File: src/rtl/mux_arb_n_if.sv
// Handshake bundle for mux_arb_n: N producer channels in, one registered consumer channel out.
// The slave modport is the mux's view and the master modport is the environment's view.
interface mux_arb_n_if #(
  parameter int WIDTH = 32,
  parameter int N     = 4
);
  localparam int SELW = $clog2(N);

  logic              mode_rr;
  logic [SELW-1:0]   sel;
  logic [N*WIDTH-1:0] in_data;
  logic [N-1:0]      in_valid;
  logic [N-1:0]      in_ready;
  logic [WIDTH-1:0]  out_data;
  logic [SELW-1:0]   out_src;
  logic              out_valid;
  logic              out_ready;
  logic [15:0]       stall_cnt;

  modport slave (
    input  mode_rr, sel, in_data, in_valid, out_ready,
    output in_ready, out_data, out_src, out_valid, stall_cnt
  );

  modport master (
    output mode_rr, sel, in_data, in_valid, out_ready,
    input  in_ready, out_data, out_src, out_valid, stall_cnt
  );
endinterface

File: src/rtl/mux_arb_n.sv
// N-way valid/ready multiplexer with a single registered output stage, steered by sel or round-robin arbitrated.
// Optional output-stall counter enabled by defining MUX_ARB_STATS_EN.
module mux_arb_n #(
  parameter int WIDTH = 32,
  parameter int N     = 4
) (
  input  logic       clk,
  input  logic       rst,
  mux_arb_n_if.slave bus
);
  localparam int SELW = $clog2(N);

  logic             load_en_s;
  logic             grant_s;
  logic [SELW-1:0]  g_s;
  logic [SELW:0]    idx_s;
  logic [N-1:0]     in_ready_s;
  logic [WIDTH-1:0] out_data_r;
  logic [SELW-1:0]  out_src_r;
  logic             out_valid_r;
  logic [SELW-1:0]  rr_ptr_r;

  assign load_en_s = !out_valid_r || bus.out_ready;

  // Grant selection: steered by sel, or first valid channel scanning from rr_ptr with wrap
  always_comb begin
    grant_s = 1'b0;
    g_s     = '0;
    idx_s   = '0;
    if (bus.mode_rr) begin
      for (int k = 0; k < N; k++) begin
        idx_s = {1'b0, rr_ptr_r} + (SELW+1)'(k);
        if (idx_s >= (SELW+1)'(N)) begin
          idx_s = idx_s - (SELW+1)'(N);
        end else begin
          idx_s = idx_s;
        end
        if (!grant_s && bus.in_valid[idx_s[SELW-1:0]]) begin
          grant_s = 1'b1;
          g_s     = idx_s[SELW-1:0];
        end else begin
          grant_s = grant_s;
        end
      end
    end else begin
      // sel values beyond N-1 exist only for non-power-of-2 N and never grant
      if (({1'b0, bus.sel} < (SELW+1)'(N)) && bus.in_valid[bus.sel]) begin
        grant_s = 1'b1;
        g_s     = bus.sel;
      end else begin
        grant_s = 1'b0;
      end
    end
  end

  // One-hot ready towards the granted channel, only when the output register can load
  always_comb begin
    in_ready_s = '0;
    if (grant_s && load_en_s && !rst) begin
      in_ready_s[g_s] = 1'b1;
    end else begin
      in_ready_s = '0;
    end
  end

  assign bus.in_ready = in_ready_s;

  // Output register and round-robin pointer
  always_ff @(posedge clk or posedge rst) begin
    if (rst) begin
      out_data_r  <= '0;
      out_src_r   <= '0;
      out_valid_r <= 1'b0;
      rr_ptr_r    <= '0;
    end else if (load_en_s) begin
      if (grant_s) begin
        out_data_r  <= bus.in_data[int'(g_s)*WIDTH +: WIDTH];
        out_src_r   <= g_s;
        out_valid_r <= 1'b1;
        rr_ptr_r    <= (g_s == SELW'(N-1)) ? '0 : g_s + SELW'(1);
      end else begin
        out_valid_r <= 1'b0;
      end
    end else begin
      out_valid_r <= out_valid_r;
    end
  end

  assign bus.out_data  = out_data_r;
  assign bus.out_src   = out_src_r;
  assign bus.out_valid = out_valid_r;

`ifdef MUX_ARB_STATS_EN
  logic [15:0] stall_cnt_r;

  // Saturating count of cycles where a valid word waits on the consumer
  always_ff @(posedge clk or posedge rst) begin
    if (rst) begin
      stall_cnt_r <= 16'h0000;
    end else if (out_valid_r && !bus.out_ready && (stall_cnt_r != 16'hFFFF)) begin
      stall_cnt_r <= stall_cnt_r + 16'h0001;
    end else begin
      stall_cnt_r <= stall_cnt_r;
    end
  end

  assign bus.stall_cnt = stall_cnt_r;
`else
  assign bus.stall_cnt = 16'h0000;
`endif
endmodule
File: src/flat_wrapper.sv
// flat-port wrapper written by rule: the top's interface ports become plain ports
module mux_arb_n_flat 
#(
  parameter int WIDTH = 32,
  parameter int N     = 4
)
  (clk, rst, bus_mode_rr, bus_sel, bus_in_data, bus_in_valid, bus_out_ready, bus_in_ready, bus_out_data, bus_out_src, bus_out_valid, bus_stall_cnt);
  mux_arb_n_if #(.WIDTH(WIDTH), .N(N)) bus_i ();
  input  logic clk;
  input  logic rst;
  input wire logic [$bits(bus_i.mode_rr)-1:0] bus_mode_rr;
  input wire logic [$bits(bus_i.sel)-1:0] bus_sel;
  input wire logic [$bits(bus_i.in_data)-1:0] bus_in_data;
  input wire logic [$bits(bus_i.in_valid)-1:0] bus_in_valid;
  input wire logic [$bits(bus_i.out_ready)-1:0] bus_out_ready;
  output wire logic [$bits(bus_i.in_ready)-1:0] bus_in_ready;
  output wire logic [$bits(bus_i.out_data)-1:0] bus_out_data;
  output wire logic [$bits(bus_i.out_src)-1:0] bus_out_src;
  output wire logic [$bits(bus_i.out_valid)-1:0] bus_out_valid;
  output wire logic [$bits(bus_i.stall_cnt)-1:0] bus_stall_cnt;
  assign bus_i.mode_rr = bus_mode_rr;
  assign bus_i.sel = bus_sel;
  assign bus_i.in_data = bus_in_data;
  assign bus_i.in_valid = bus_in_valid;
  assign bus_i.out_ready = bus_out_ready;
  assign bus_in_ready = bus_i.in_ready;
  assign bus_out_data = bus_i.out_data;
  assign bus_out_src = bus_i.out_src;
  assign bus_out_valid = bus_i.out_valid;
  assign bus_stall_cnt = bus_i.stall_cnt;
  mux_arb_n #(.WIDTH(WIDTH), .N(N)) u_core (.clk(clk), .rst(rst), .bus(bus_i));
endmodule
File: config.mk
export PLATFORM = sky130hd
export DESIGN_NAME = mux_arb_n_flat
export DESIGN_NICKNAME = d
export VERILOG_FILES = /design/src/rtl/mux_arb_n_if.sv /design/src/rtl/mux_arb_n.sv /design/src/flat_wrapper.sv
export SDC_FILE = /design/constraint.sdc
export NUM_CORES = 1
export LEC_CHECK = 0
export CAP_MARGIN = 20
export CORE_MARGIN = 2
export CORE_UTILIZATION = 39
export DETAILED_ROUTE_END_ITERATION = 8
export MAX_ROUTING_LAYER = met4
export PLACE_DENSITY = 0.92
export SYNTH_ARGS = -nofsm -noshare
export SYNTH_HDL_FRONTEND = slang
export SYNTH_SLANG_ARGS = --single-unit
File: constraint.sdc
create_clock -name clk -period 5.24 [get_ports clk]
set_input_delay 0.786 -clock clk [delete_from_list [all_inputs] [get_ports clk]]
set_output_delay 0.786 -clock clk [all_outputs]
set_load 0.01 [all_outputs]
==> impl_metrics.ini <==
[run_status]
status = completed

[critical_path]
required_ns = 4.45
critPathLaunchType = primary input
path_class = in2out
crit_fanout = 31
critPathCaptureType = primary output
ff2ff_setup_slack_ns = 2.68
cp_data_arrival_time_ns = 3.42

[placement]
place_congestion = 0.888
place.port_buffers = 176
post-place-cells = 549
hpwl_mm = 6.82

[sta]
finClkSkew_ns = 0.0130
worst_pin_slew_ns = 0.876
period_minus_slack_ns = 4.20
max_freq_ghz = 0.238
relSlewSlack = 0.416
tns_ns = 0
hold_viol = 0
rsz0062_at_grt = false
timing.final.crit_share = 0.802
slew_viol_final = 0
finalSetupViolCount = 0

[clock_tree]
cts-resized-gates = 0
tritoncts = done
htreeDepth = 2
clk_latency_ns = 0.29
cts_buffers = 5
cts_root_buf = clkbuf_8
clockBufferDepth = 2
clk_pin_slew_worst_paths_ns = 0.08
ctsHoldBuffers = 0
cts_setup_buffers = 0
cts_sinks = 37

[cells_and_area]
stdcell_count = 558
mostFrequentLayoutCells = clkdlybuf4s50_1, mux2i_1, dfrtp_1, nand2_1, nor2_1
final_common_cell = clkdlybuf4s50_1
nets = 600
num_antenna_cells = 0
drive_above_1_share = 0.0693
area_delta_synth_final_pct = 66.8

[floorplanning]
die_h_um = 88.5
die_width_um = 88.5
start_util = 0.406
rows = 30
die_area_um2 = 7840
io_pins = 193
core_um2 = 6870

[routing]
antenna_left = 0
wl_per_cell_um = 15.7
drt-initial-drc-count = 101
first_pass_iters = 4
vias = 2883
wirelength_mm = 8.73
drc = 0
vias_per_cell = 5.17

[grt]
grt_pass1_wl_mm = 13.5
grt_pass1_vias = 2856
grt_usage = 0.228
grt_max_degree = 39
grt_antenna_before_repair = 0
grt_overflow_total = 0

[synth]
synth_area_um2 = 2790
ys_ff_latch = 37
yosys_warnings = 0
synth_cell_types = 39
synth_cells = 298
synth-seq-area-share = 0.332
syn_avg_cell_area_um2 = 9.35

[power]
power_frac_comb = 0.519
power_density_nw_per_um2 = 317
pwr-share-seq = 0.304
switching_share = 0.342
p_sw_mw = 0.505
power.internal_mw = 0.971
clkPwrFrac = 0.177
p_leak_nw = 2.06
ir_drop_uv = 172
p_total_mw = 1.48

[worst_hold_path]
hold_path_class = reg2reg

[job]
drv_cap = 0
[Yosys cell counts (all sizes together)]
master / count / area (um^2)
o31a: 1 / 8.76
or4: 2 / 22.5
o211a: 1 / 10.0
and4: 16 / 140
o21a: 1 / 7.51
nor2b: 5 / 31.3
or2: 1 / 6.26
nor4: 2 / 18.8
nand3: 3 / 20.0
dfrtp: 37 / 926
a21oi: 2 / 10.0
mux2i: 50 / 500
a211oi: 1 / 12.5
and2: 1 / 6.26
and3: 1 / 6.26
o41ai: 1 / 8.76
a21o: 1 / 7.51
a221oi: 17 / 199
nor2: 19 / 71.3
nand2: 22 / 82.6
conb: 1 / 3.75
nand3b: 1 / 7.51
o211ai: 15 / 113
o21ai: 19 / 98.8
clkbuf: 16 / 60.1
inv: 18 / 70.1
nand2b: 2 / 12.5
buf: 24 / 198
mux2: 2 / 22.5
a31oi: 15 / 93.8
ha: 1 / 12.5
[final cells by class]
type,instances,area (um^2)
clock buffers,6,82.6
clock inverters,2,37.5
fillers,544,2220
inverters,18,70.1
multi-input cells,218,1590
flip-flops and latches,37,926
well taps,96,120
repair buffers,181,1820
[sequential cells by signal, summed over array words and instances (netlist names)]
signal	flops
u_core.bus.out_data	32
u_core.bus.out_src	2
u_core.rr_ptr_r	2
u_core.bus.out_valid	1
[power groups by stage]
stage	Clock (mW)	Sequential [mW]	Combinational [mW]
2_1_floorplan	0	0.492	0.367
3_3_place_gp	0	0.449	0.747
3_5_place_dp	0	0.450	0.767
4_1_cts	0.266	0.447	0.768
5_1_grt	0.281	0.461	0.828
6_report	0.261	0.449	0.767
[metal layers]
metal  track usage  wire [um]  share of wire  vias to the layer above
li1              -          -              -                     1401
met1         0.258       3390           0.39                     1299
met3        0.0541        933           0.11                       12
met5             -          0              0                        -
met4        0.0702        153          0.018                        0
met2         0.397       4260           0.49                      171
[cell families (layout without fill, tap and decap cells)]
| group | Yosys count | count (layout) | share of synthesized area |
|---|---|---|---|
| buffers and inverters | 58 | 207 | 0.118 |
| AOI/OAI and AO/OA | 74 | 74 | 0.204 |
| DFF | 37 | 37 | 0.332 |
| other | 1 | 16 | 0.00135 |
| and+or+nand+nor | 75 | 75 | 0.153 |
| muxes | 52 | 52 | 0.188 |
| adders and majority gates | 1 | 1 | 0.00449 |
[stage by stage]
| step | worst slack (ns) | cell area (um^2) | hold slack, ns | utilization |
|---|---|---|---|---|
| detailed placement | 1.04 | 4500 | 0.501 | 0.655 |
| finish | 1.04 | 4650 | 0.513 | 0.677 |
| CTS | 1.04 | 4620 | 0.521 | 0.673 |
| global placement | 1.12 | 4500 | 0.490 | 0.655 |
| global route | 0.903 | 4650 | 0.547 | 0.677 |
| floorplan | 2.29 | 2840 | 0.473 | - |
[critical path: stages]
cell and delay, ns:
clkdlybuf4s50_1 0.58, nor2b_1 0.11, or4_4 0.71, nand3_2 0.19
inv_4 0.17, ha_1 0.24, and3_1 0.16, clkdlybuf4s50_1 0.47
[path summary, 6_finish.rpt]
path	from	end	cells after the start
setup / recovery	bus_in_valid[1]	bus_in_ready[2]	8
hold / removal	u_core.bus.out_data[6]$_DFFE_PP0P_	u_core.bus.out_data[6]$_DFFE_PP0P_	2
setup reg to reg	u_core.rr_ptr_r[0]$_DFFE_PP0P_	u_core.bus.out_data[24]$_DFFE_PP0P_	7
hold reg to reg	u_core.bus.out_data[6]$_DFFE_PP0P_	u_core.bus.out_data[6]$_DFFE_PP0P_	2
max in group asynchronous	rst	u_core.bus.out_data[22]$_DFFE_PP0P_	3
min in group asynchronous	rst	u_core.bus.out_valid$_DFFE_PP0N_	3
Power figures use the tool's default switching activity.
